$ cat src/rtl/hist_uart_dump.sv
// Purpose: walk the histogram RAM (port B) and send sync A5 5A plus every bin MSB-first as 8N1 UART.
// Latency: tx start bit on the edge that samples start; done one cycle after the last stop bit completes.
// Backpressure: none; start is honoured only in IDLE, bins are prefetched a byte ahead so bytes never gap.
module hist_uart_dump #(
  parameter int WIDTH        = 16,
  parameter int DEPTH        = 1024,
  parameter int CLKS_PER_BIT = 868
) (
  input  logic                     clk,
  input  logic                     rst,
  input  logic                     start,
  output logic [$clog2(DEPTH)-1:0] addr_b,
  input  logic [WIDTH-1:0]         dout_b,
  output logic                     tx,
  output logic                     busy,
  output logic                     done
);

  localparam int AW = $clog2(DEPTH);
  localparam int TW = (CLKS_PER_BIT > 1) ? $clog2(CLKS_PER_BIT) : 1;
  localparam logic [TW-1:0] TMR_MAX  = TW'(CLKS_PER_BIT - 1);
  localparam logic [AW-1:0] BIN_LAST = AW'(DEPTH - 1);
  localparam logic [7:0]    SYNC0_B  = 8'hA5;
  localparam logic [7:0]    SYNC1_B  = 8'h5A;

  typedef enum logic [2:0] {
    IDLE   = 3'd0,
    SYNC0  = 3'd1,
    SYNC1  = 3'd2,
    BIN_HI = 3'd3,
    BIN_LO = 3'd4,
    FINISH = 3'd5
  } state_t;

  state_t          state;
  state_t          state_nxt;
  logic [TW-1:0]   bit_tmr;
  logic [3:0]      bit_cnt;
  logic [AW-1:0]   bin_cnt;
  logic [15:0]     hold;
  logic [15:0]     hold_ext;
  logic [7:0]      shreg;
  logic [7:0]      load_byte;
  logic            fetch_s1;
  logic            fetch_s2;
  logic            in_byte;
  logic            bit_end;
  logic            byte_end;
  logic            byte_load;
  logic            last_bin;

  assign in_byte  = (state == SYNC0) || (state == SYNC1) || (state == BIN_HI) || (state == BIN_LO);
  assign bit_end  = in_byte && (bit_tmr == TMR_MAX);
  assign byte_end = bit_end && (bit_cnt == 4'd9);
  assign last_bin = (bin_cnt == BIN_LAST);
  assign busy     = in_byte;
  assign done     = (state == FINISH);

  // Control state register
  always_ff @(posedge clk or negedge rst) begin
    if (!rst) begin
      state <= IDLE;
    end else begin
      state <= state_nxt;
    end
  end

  // Next state: bytes advance only when their stop bit finishes
  always_comb begin
    state_nxt = state;
    case (state)
      IDLE:    if (start)    state_nxt = SYNC0;
      SYNC0:   if (byte_end) state_nxt = SYNC1;
      SYNC1:   if (byte_end) state_nxt = BIN_HI;
      BIN_HI:  if (byte_end) state_nxt = BIN_LO;
      BIN_LO:  if (byte_end) state_nxt = last_bin ? FINISH : BIN_HI;
      FINISH:  state_nxt = IDLE;
      default: state_nxt = IDLE;
    endcase
  end

  // Byte about to start, picked by the state being entered; hold is never touched mid-byte
  always_comb begin
    load_byte = 8'h00;
    byte_load = 1'b0;
    hold_ext  = 16'h0000;
    hold_ext[WIDTH-1:0] = dout_b;
    case (state_nxt)
      SYNC0:   load_byte = SYNC0_B;
      SYNC1:   load_byte = SYNC1_B;
      BIN_HI:  load_byte = hold[15:8];
      BIN_LO:  load_byte = hold[7:0];
      default: load_byte = 8'h00;
    endcase
    if (state_nxt != state && state_nxt != IDLE && state_nxt != FINISH) begin
      byte_load = 1'b1;
    end
  end

  // Bit timer, bit counter and serialiser; tx is a flop so the line never glitches
  always_ff @(posedge clk or negedge rst) begin
    if (!rst) begin
      bit_tmr <= '0;
      bit_cnt <= 4'd0;
      shreg   <= 8'h00;
      tx      <= 1'b1;
    end else if (byte_load) begin
      bit_tmr <= '0;
      bit_cnt <= 4'd0;
      shreg   <= load_byte;
      tx      <= 1'b0;
    end else if (in_byte) begin
      if (bit_end) begin
        bit_tmr <= '0;
        if (bit_cnt <= 4'd7) begin
          bit_cnt <= bit_cnt + 4'd1;
          tx      <= shreg[0];
          shreg   <= {1'b0, shreg[7:1]};
        end else if (bit_cnt == 4'd8) begin
          bit_cnt <= 4'd9;
          tx      <= 1'b1;
        end else begin
          bit_cnt <= 4'd0;
          tx      <= 1'b1;
        end
      end else begin
        bit_tmr <= bit_tmr + TW'(1);
      end
    end else begin
      bit_tmr <= '0;
      bit_cnt <= 4'd0;
      tx      <= 1'b1;
    end
  end

  // Prefetch: drive addr_b on entry to SYNC0 / BIN_LO, capture dout_b two edges later
  always_ff @(posedge clk or negedge rst) begin
    if (!rst) begin
      addr_b   <= '0;
      bin_cnt  <= '0;
      hold     <= 16'h0000;
      fetch_s1 <= 1'b0;
      fetch_s2 <= 1'b0;
    end else begin
      fetch_s1 <= 1'b0;
      fetch_s2 <= fetch_s1;
      if (fetch_s2) begin
        hold <= hold_ext;
      end
      if (state == IDLE && state_nxt == SYNC0) begin
        addr_b   <= '0;
        bin_cnt  <= '0;
        fetch_s1 <= 1'b1;
      end
      if (state == BIN_HI && state_nxt == BIN_LO && !last_bin) begin
        addr_b   <= bin_cnt + AW'(1);
        fetch_s1 <= 1'b1;
      end
      if (state == BIN_LO && state_nxt == BIN_HI) begin
        bin_cnt <= bin_cnt + AW'(1);
      end
    end
  end

endmodule

$ cat config.mk
export PLATFORM = sky130hd
export DESIGN_NAME = hist_uart_dump
export DESIGN_NICKNAME = d
export VERILOG_FILES = /design/src/rtl/hist_uart_dump.sv
export SDC_FILE = /design/constraint.sdc
export NUM_CORES = 1
export LEC_CHECK = 0
export CAP_MARGIN = 25
export CORE_ASPECT_RATIO = 2
export CORE_MARGIN = 4
export CORE_UTILIZATION = 42
export DETAILED_ROUTE_END_ITERATION = 10
export HOLD_SLACK_MARGIN = 0.08
export PLACE_DENSITY_LB_ADDON = 0.15
export SLEW_MARGIN = 20
export SYNTH_ARGS = -nofsm -noshare
export SYNTH_HDL_FRONTEND = slang
export SYNTH_SLANG_ARGS = --single-unit
$ cat constraint.sdc
create_clock -name clk -period 2.5 [get_ports clk]
set_input_delay 0.625 -clock clk [delete_from_list [all_inputs] [get_ports clk]]
set_output_delay 0.625 -clock clk [all_outputs]
set_load 0.1 [all_outputs]
==> run metrics, run 1 <==
status finished, final reports clean; Worst path slowest cell dfrtp_2; sequential cell area 0.00160 mm²; Worst R2R End addr_b[9]; Setup crit end kind output pin; max-slew violation count 0; worst path bufs/invs 2; WS Path Type reg2out; Reg-to-Reg Start bit_cnt[1]; effective utilization at floorplan 43.6%; met1 WL 2710 µm; CTS tree built; layout cell share with drive strength beyond 1 17.8%; Syn Nets 328; final core area utilization 52.9%; Hold Crit Class in2async; Worst VDD drop 442 µV; final antenna diode count 0; gr usage total 17.1%; Vias 2,377; final-stage net count 362; most common cell after layout, fill and taps aside dfrtp_1; fin crit period 2.42 ns; largest net degree at the start of global routing 65; met2 wire length 4130 µm; row count 44; Final Non-Filler Cells 434; first-pass GRT wire length 12,200 µm; H-tree Lvls 3; flops & latches, synth 64; fill count 665; Final Cell Area 0.00388 mm²; CTS Buffer Depth 2; Setup Skew 0.00340 ns; # clock sinks 64; Post-Syn Instances 304; Logic pwr share 14.1%; Switching Power 0.751 mW; DRT iter0 DRCs 107; most frequent cells in the layout dfrtp_1, nand2_1, o21ai_0; post-synth top area share 49.4%; yosys warns 0; sequential share of power 46.0%; RSZ-0062 raised after global routing no; metal3 WL 185 µm; number of synthesized flops with an enable pin 0; maximum fanout along the worst path 13; die height 131 µm; Via density 5.48; DIE AREA 0.00914 mm²; Final Cycle Share 96.7%; Post-CTS Repair Setup Buffers 0; # setup viols final 0; crit path DAT 1.79 ns; register area share after synthesis 50.2%; Tightest Pin Transition 0.714 ns; Primary FF master, synth dfrtp_1; max cap viols 0; CP startpoint kind flip-flop; grt ovf 0; vias in the first global route 2,509; P_int 2.08 mW; mapped cell area 0.00319 mm²; Root Driver clkbuf_16; core area 0.00732 mm²; routability cong. 0.801; post-synth cell types 48; post-synthesis async set-or-reset flop share 100%; clock transition at the registers of the reported paths 0.05 ns; sw frac 26.5%; Worst slew margin 52.4%; DR WL/cell 16.6 µm; cts repair resizes 1; # DRC 0; clock network power share 39.9%; Clk Latency, worst-skew pair 0.32 ns; uppermost routed layer met4; Die W 69.6 µm; CTS Hold Bufs 0; TritonCTS Buffers 9; Synth area leader dfrtp_1; Leak 1.72 nW; antenna violations before repair 0; Worst R2R Path Depth 9; Synth-to-Final Area Change 21.4%; max incr delay on CP 0.50 ns; final wirelength 7220 µm; Setup Total Neg Slack 0 ns; Area after DPL 0.00360 mm²; CP top delay family flip-flops; pwr dens 731 mW/mm²; HPWL after DPL 5310 µm; Ports 32; DRT antenna net count 0; ranking of synthesized cells by area dfrtp_1, mux2_2, mux2i_1, o21ai_0, nand2_1; fmax 414 MHz; Post-Syn Area per Cell 10.5 µm²; worst path cell trace o21a_1, or2_1, inv_1, buf_12; Inst Count DP 419; Port Buffers 31; area of the multi-input gates 0.00148 mm²; flop2flop setup slack 0.29 ns; Critical Path RT 1.88 ns; Pre-antenna DRT Iters 4; Final Hold Vio Count 0
## per-stage QoR
stage                     hold WS [ns]  setup slack [ns]  total power [mW]
after floorplan                  0.329             0.285              1.57
after global placement           0.338             0.304              1.71
after detailed placement         0.336             0.279              1.73
after CTS                        0.324            0.0648              2.87
after global routing             0.328           0.00272              2.97
final                            0.297            0.0817              2.83
## logic make-up (layout without fill, tap and decap cells)
| kind of cell | count (synthesis) | count (layout) | share of synthesized area, % |
|---|---|---|---|
| muxes | 30 | 30 | 10.0 |
| and+or+nand+nor | 102 | 102 | 17.6 |
| AOI/OAI and AO/OA | 64 | 64 | 12.5 |
| adders and majority gates | 5 | 5 | 1.96 |
| xor gates and xnor gates | 16 | 16 | 4.39 |
| buffers and inverters | 23 | 61 | 3.29 |
| DFF | 64 | 64 | 50.2 |
## layout make-up
type	instances	area share, %
multi-input cells	217	38.3
flip-flops and latches	64	41.4
inverters	6	0.581
well taps	92	2.97
clock buffers	11	6.52
clock inverters	4	0.516
repair buffers	40	9.75
## worst reg2reg max path, cell delays in order, from the launching register on
cell,delay (ns)
dfrtp_1,0.39
inv_1,0.10
ha_1,0.17
nand3b_1,0.16
nor3_1,0.33
buf_4,0.19
and3_1,0.18
nor2b_1,0.16
buf_4,0.24
mux2i_1,0.22
## layer usage
layer  GRT usage (%)  vias up
met3            3.82       17
met1            17.9     1176
li1                -     1150
met4            8.32        0
met5               0        -
met2            31.4       34
## power groups by stage
stage	Sequential, mW	Combinational [mW]	Clock [mW]
2_1_floorplan	1.32	0.243	0
3_3_place_gp	1.32	0.395	0
3_5_place_dp	1.32	0.404	0
4_1_cts	1.30	0.405	1.16
5_1_grt	1.32	0.442	1.21
6_report	1.30	0.398	1.13
## how the worst max path moves through the flow
stage              from       end  cells past startpoint
3_3_place_gp   state[0]  shreg[2]                      5
4_1_cts        state[0]      busy                      4
6_report       state[0]      busy                      4
5_1_grt        state[0]      busy                      4
3_5_place_dp   state[0]  shreg[0]                      5
2_1_floorplan  state[2]      done                      3
## sequential cells by signal (all words and copies together), names as in the netlist
name and flops:
shreg 8, bit_tmr 10, bin_cnt 10, state 3, bit_cnt 4, addr_b 10, hold 16, tx 1
fetch_s1 1, fetch_s2 1
## Yosys cell counts (2+ instances only)
library cell and instances:
dfrtp_1 63, nand2_1 24, xor2_1 10, o21ai_0 24, nand3b_1 2, clkbuf_1 7
mux2i_1 14, nand4_1 4, and3_1 7, ha_1 5, mux2_2 16, a21oi_1 10
and2_1 4, nand4b_1 2, nand2b_1 4, and4_1 3, o21a_1 2, buf_2 6
nor2b_1 6, xnor2_1 6, o22ai_1 6, buf_1 2, o2bb2ai_1 4, nand3_1 17
a22oi_1 9, inv_1 6, nor3_1 3, nor2_1 18
Power figures use the tool's default switching activity.
==> run 2, diff against run 1 <==
--- a/config.mk
+++ b/config.mk
@@ -7,7 +7,6 @@
 export LEC_CHECK = 0
 export CAP_MARGIN = 25
 export CORE_ASPECT_RATIO = 2
-export CORE_MARGIN = 4
 export CORE_UTILIZATION = 42
 export DETAILED_ROUTE_END_ITERATION = 10
 export HOLD_SLACK_MARGIN = 0.08
==> run 2 against run 1 <==
  * Non-clock buffer count is 1 lower
  * Combinational power hardly changed
  * Final cell count is 0.23% lower
  * Via count is 0.25% lower
  * Clock skew is 0.0041 ns higher
  * Sequential power hardly changed
  * Critical path depth stayed put
  * Hold slack worse by 0.014 ns
  * Count of clock-buffer cells in the layout is 1 higher
  * Global-route usage is 3.5 points higher
  * Critical path type unchanged
  * Highest routed layer unchanged
==> run metrics, run 2 (synthesized netlist as in run 1, its figures left out) <==
status finished, final reports clean (unchanged); H-tree Lvls 3 (unchanged); Critical Path RT 1.88 ns (about the same); Die W 63.6 µm (was 69.6 µm); WS Path Type reg2out (unchanged); sequential share of power 44.6% (was 46.0%); Worst path slowest cell dfrtp_1 (was dfrtp_2); Pre-antenna DRT Iters 4 (unchanged); DIE AREA 0.00797 mm² (was 0.00914 mm²); Switching Power 0.757 mW (was 0.751 mW); max incr delay on CP 0.48 ns (was 0.50 ns); first-pass GRT wire length 12,200 µm (about the same); layout cell share with drive strength beyond 1 16.7% (was 17.8%); P_int 2.16 mW (was 2.08 mW); Vias 2,371 (was 2,377); grt met2 use 38.0% (was 31.4%); Tightest Pin Transition 0.694 ns (was 0.714 ns); final wirelength 7170 µm (was 7220 µm); sw frac 25.9% (was 26.5%); Biggest register hold (unchanged); maximum fanout along the worst path 8 (was 13); DRT iter0 DRCs 149 (was 107); max-slew violation count 0 (unchanged); clock transition at the registers of the reported paths 0.05 ns (about the same); Setup crit end kind output pin (unchanged); Via density 5.48 (about the same); Total Power 2.92 mW (was 2.83 mW); Worst slew margin 53.7% (was 52.4%); Ports 32 (unchanged); met1 usage 21.1% (was 17.9%); worst path bufs/invs 2 (unchanged); # DRC 0 (unchanged); clock network power share 41.7% (was 39.9%); HPWL after DPL 5180 µm (was 5310 µm); Root Driver clkbuf_16 (unchanged); CTS Hold Bufs 0 (unchanged); Setup Skew 0.00746 ns (was 0.00340 ns); largest net degree at the start of global routing 65 (unchanged); most frequent cells in the layout dfrtp_1, nand2_1, o21ai_0 (unchanged); most common cell after layout, fill and taps aside dfrtp_1 (unchanged); vias in the first global route 2,496 (was 2,509); die height 125 µm (was 131 µm); cts repair resizes 0 (was 1); grt ovf 0 (unchanged); final-stage net count 361 (was 362); TritonCTS Buffers 9 (unchanged); Post-CTS Repair Setup Buffers 0 (unchanged); CP top delay family flip-flops (unchanged); Final Hold Vio Count 0 (unchanged); gr usage total 20.5% (was 17.1%); CTS Buffer Depth 2 (unchanged); row count 44 (unchanged); max FFs per register 16 (unchanged); antenna violations before repair 0 (unchanged); Setup Total Neg Slack 0 ns (unchanged); Synth-to-Final Area Change 21.7% (was 21.4%); # setup viols final 0 (unchanged); met3 Use GR 4.74% (was 3.82%); RSZ-0062 raised after global routing no (unchanged); Clk Latency, worst-skew pair 0.33 ns (was 0.32 ns); Leak 1.72 nW (about the same); DRT antenna net count 0 (unchanged); # clock sinks 64 (unchanged); crit path DAT 1.77 ns (was 1.79 ns); worst path cell trace o21a_1, or2_1, inv_1, buf_12 (unchanged); CTS tree built (unchanged); max cap viols 0 (unchanged); Port Buffers 31 (unchanged); effective utilization at floorplan 43.6% (unchanged); DR WL/cell 16.6 µm (about the same); final core area utilization 53.0% (was 52.9%); fin crit period 2.39 ns (was 2.42 ns); CP startpoint kind flip-flop (unchanged); sequential cell area 0.00160 mm² (about the same); fill count 667 (was 665); Final Cycle Share 95.7% (was 96.7%); busiest grt layer met2 (unchanged); routability cong. 0.800 (was 0.801); core area 0.00732 mm² (unchanged); Logic pwr share 13.8% (was 14.1%); pwr dens 751 mW/mm² (was 731 mW/mm²); area of the multi-input gates 0.00148 mm² (unchanged); fmax 418 MHz (was 414 MHz); Worst VDD drop 496 µV (was 442 µV); final antenna diode count 0 (unchanged); Hold Crit Class in2async (unchanged)
[run 2: worst paths after layout]
path                       startpoint         end  slack [ns]  depth (start not counted)
max reg2reg                bit_tmr[0]    shreg[7]        0.29                          7
min reg2reg                  fetch_s1    fetch_s2        0.35                          0
min in group clk             fetch_s1    fetch_s2        0.35                          0
max in group asynchronous         rst          tx        1.88                          2
max                          state[1]        busy        0.11                          4
min                               rst  bit_tmr[6]        0.28                          2
[run 2: power by group through the flow]
stage / sequential, mW / clock, mW / combinational [mW]
floorplan: 1.32 / 0 / 0.243
global placement: 1.32 / 0 / 0.402
detailed placement: 1.32 / 0 / 0.407
CTS: 1.30 / 1.24 / 0.408
global route: 1.32 / 1.29 / 0.444
finish: 1.30 / 1.21 / 0.401
[run 2: per-layer routing]
metal | up-vias | wire length (µm)
met5 | - | 0
met4 | 0 | 138
met3 | 9 | 176
met2 | 34 | 4200
met1 | 1178 | 2660
li1 | 1150 | -
[run 2: area by class of cell]
cell class / count / area share (%)
Clock inverter: 3 / 1.10
Tap cell: 92 / 2.96
Sequential cell: 64 / 41.3
Inverter: 6 / 0.580
Multi-Input combinational cell: 217 / 38.2
Timing Repair Buffer: 39 / 9.54
Clock buffer: 12 / 6.35
[run 2: per-stage QoR]
step	instances	area [µm²]	setup WS, ns	hold WS, ns
6_report	433	3880	0.108	0.284
5_1_grt	433	3880	0.00375	0.338
4_1_cts	433	3880	0.101	0.310
3_5_place_dp	418	3590	0.302	0.346
3_3_place_gp	418	3590	0.355	0.338
2_1_floorplan	304	3190	0.285	0.329
==> run 3, diff against run 2 <==
--- a/config.mk
+++ b/config.mk
@@ -8,9 +8,11 @@
 export CAP_MARGIN = 25
 export CORE_ASPECT_RATIO = 2
 export CORE_UTILIZATION = 42
+export CTS_CLUSTER_SIZE = 24
 export DETAILED_ROUTE_END_ITERATION = 10
 export HOLD_SLACK_MARGIN = 0.08
 export PLACE_DENSITY_LB_ADDON = 0.15
+export SETUP_SLACK_MARGIN = 0.3
 export SLEW_MARGIN = 20
 export SYNTH_ARGS = -nofsm -noshare
 export SYNTH_HDL_FRONTEND = slang
==> run 3 against run 2 <==
  * Via count increased by 2.1%
  * Register-to-register slack improved by 0.16 ns
  * Largest cell class unchanged
  * Largest power group is now the clock network
  * Cell area increased by 3.2%
  * Highest routed layer unchanged
  * Sequential cell count unchanged
  * Clock power increased by 14%
  * First-iteration DRC count decreased by 21%
  * Core utilization increased by 1.7 points
  * Critical endpoint unchanged
  * Global-route usage increased by 0.22 points
  * Total power increased by 6.2%
==> run metrics, run 3 (synthesized netlist as in run 1, its figures left out) <==
most common cell after layout, fill and taps aside dfrtp_1 (unchanged); WS Path Type reg2out (unchanged); Vias 2,421 (was 2,371); area of the multi-input gates 0.00151 mm² (was 0.00148 mm²); Worst VDD drop 389 µV (was 496 µV); sequential cell area 0.00160 mm² (about the same); routability cong. 0.839 (was 0.800); first-pass GRT wire length 12,300 µm (was 12,200 µm); Area after DPL 0.00360 mm² (was 0.00359 mm²); max-slew violation count 0 (unchanged); core area 0.00732 mm² (unchanged); Pre-antenna DRT Iters 4 (unchanged); DIE AREA 0.00797 mm² (unchanged); Worst slew margin 53.2% (was 53.7%); fill count 662 (was 667); vias in the first global route 2,485 (was 2,496); CTS Buffer Depth 2 (unchanged); Ports 32 (unchanged); most frequent cells in the layout dfrtp_1, buf_4, nand2_1, o21ai_0, nor2_1 (was dfrtp_1, nand2_1, o21ai_0); Via density 5.49 (was 5.48); final-stage net count 368 (was 361); max FFs per register 16 (unchanged); Leak 1.79 nW (was 1.72 nW); Setup Skew 0.00350 ns (was 0.00746 ns); # DRC 0 (unchanged); RSZ-0062 raised after global routing yes (was no); Die W 63.6 µm (unchanged); Setup crit end kind output pin (unchanged); antenna violations before repair 0 (unchanged); Critical Path RT 1.88 ns (about the same); grt ovf 0 (unchanged); Hold Crit Class in2async (unchanged); fin crit period 2.14 ns (was 2.39 ns); Biggest register hold (unchanged); Root Driver clkbuf_16 (unchanged); # setup viols final 0 (unchanged); maximum fanout along the worst path 7 (was 8); final wirelength 7400 µm (was 7170 µm); effective utilization at floorplan 43.6% (unchanged); H-tree Lvls 3 (unchanged); fmax 466 MHz (was 418 MHz); largest net degree at the start of global routing 65 (unchanged); Final Cell Area 0.00401 mm² (was 0.00388 mm²); DRT antenna net count 0 (unchanged); crit path DAT 1.52 ns (was 1.77 ns); Final Hold Vio Count 0 (unchanged); Final Cycle Share 85.7% (was 95.7%); layout cell share with drive strength beyond 1 20.9% (was 16.7%); CP startpoint kind flip-flop (unchanged); TritonCTS Buffers 9 (unchanged); row count 44 (unchanged); Port Buffers 31 (unchanged); DR WL/cell 16.8 µm (was 16.6 µm); clock transition at the registers of the reported paths 0.05 ns (about the same); status finished, final reports clean (unchanged); die height 125 µm (unchanged); max cap viols 0 (unchanged); Clk Latency, worst-skew pair 0.33 ns (about the same); Synth-to-Final Area Change 25.6% (was 21.7%); DRT iter0 DRCs 118 (was 149); Setup Total Neg Slack 0 ns (unchanged); pwr dens 773 mW/mm² (was 751 mW/mm²); Tightest Pin Transition 0.702 ns (was 0.694 ns); final antenna diode count 0 (unchanged); HPWL after DPL 5340 µm (was 5180 µm); gr usage total 20.8% (was 20.5%); final core area utilization 54.7% (was 53.0%); CTS tree built (unchanged); # clock sinks 64 (unchanged)
==> run 3: cell count changes in the layout (fill, tap and decap cells not counted), sizes merged <==
cell,change
clkbuf,+2
clkinv,-1
bufinv,+1
clkinvlp,-1
buf,+7
==> run 3: cell type report <==
type / instances / share of cell area (%)
clock inverters: 2 / 1.50
clock buffers: 14 / 6.84
well taps: 92 / 2.87
repair buffers: 46 / 10.6
inverters: 6 / 0.624
multi-input cells: 217 / 37.6
flip-flops and latches: 64 / 40.0
==> run 3: path summary, 6_finish.rpt <==
path,start,endpoint,slack [ns],depth (start not counted)
worst max register to register,bit_tmr[0],addr_b[3],0.45,7
worst max-delay path,state[1],busy,0.36,5
worst min-delay path,rst,bit_tmr[6],0.30,2
worst min register to register,fetch_s1,fetch_s2,0.35,0
max in group asynchronous,rst,tx,1.87,2
min in group clk,fetch_s1,fetch_s2,0.35,0
==> run 3: worst max-delay path: stages (launching register included) <==
cell and delay (ns):
dfrtp_1 0.39, buf_4 0.14, nor3_2 0.21, or2_4 0.23, inv_4 0.06, buf_12 0.16
==> run 3: report_power, final <==
group	switching (mW)	total [mW]	internal (mW)
Combinational	0.216	0.413	0.197
Sequential	0.125	1.30	1.18
Clock	0.425	1.38	0.954
==> run 3: layer usage <==
layer | global-route usage (%) | up-vias | part of all wire (%)
met5 | 0 | - | 0
met4 | 12.2 | 0 | 4.2
met3 | 4.01 | 23 | 2.7
met2 | 37.4 | 53 | 56
met1 | 21.6 | 1186 | 37
li1 | - | 1159 | -
==> run 3: repair_timing <==
item | CTS | global route
setup endpoints to repair | 1 | 29
pin swaps | 0 | 2
gates resized for setup | 3 | 5
buffers inserted | 3 | 4
hold buffers | 0 | 0
==> run 3: through the flow <==
stage	hold slack, ns	instances	setup WS, ns	power (mW)
2_1_floorplan	0.329	304	0.309	1.57
5_1_grt	0.322	441	0.264	3.23
6_report	0.295	441	0.356	3.10
3_5_place_dp	0.337	418	0.324	1.73
3_3_place_gp	0.339	418	0.355	1.72
4_1_cts	0.320	437	0.305	3.13
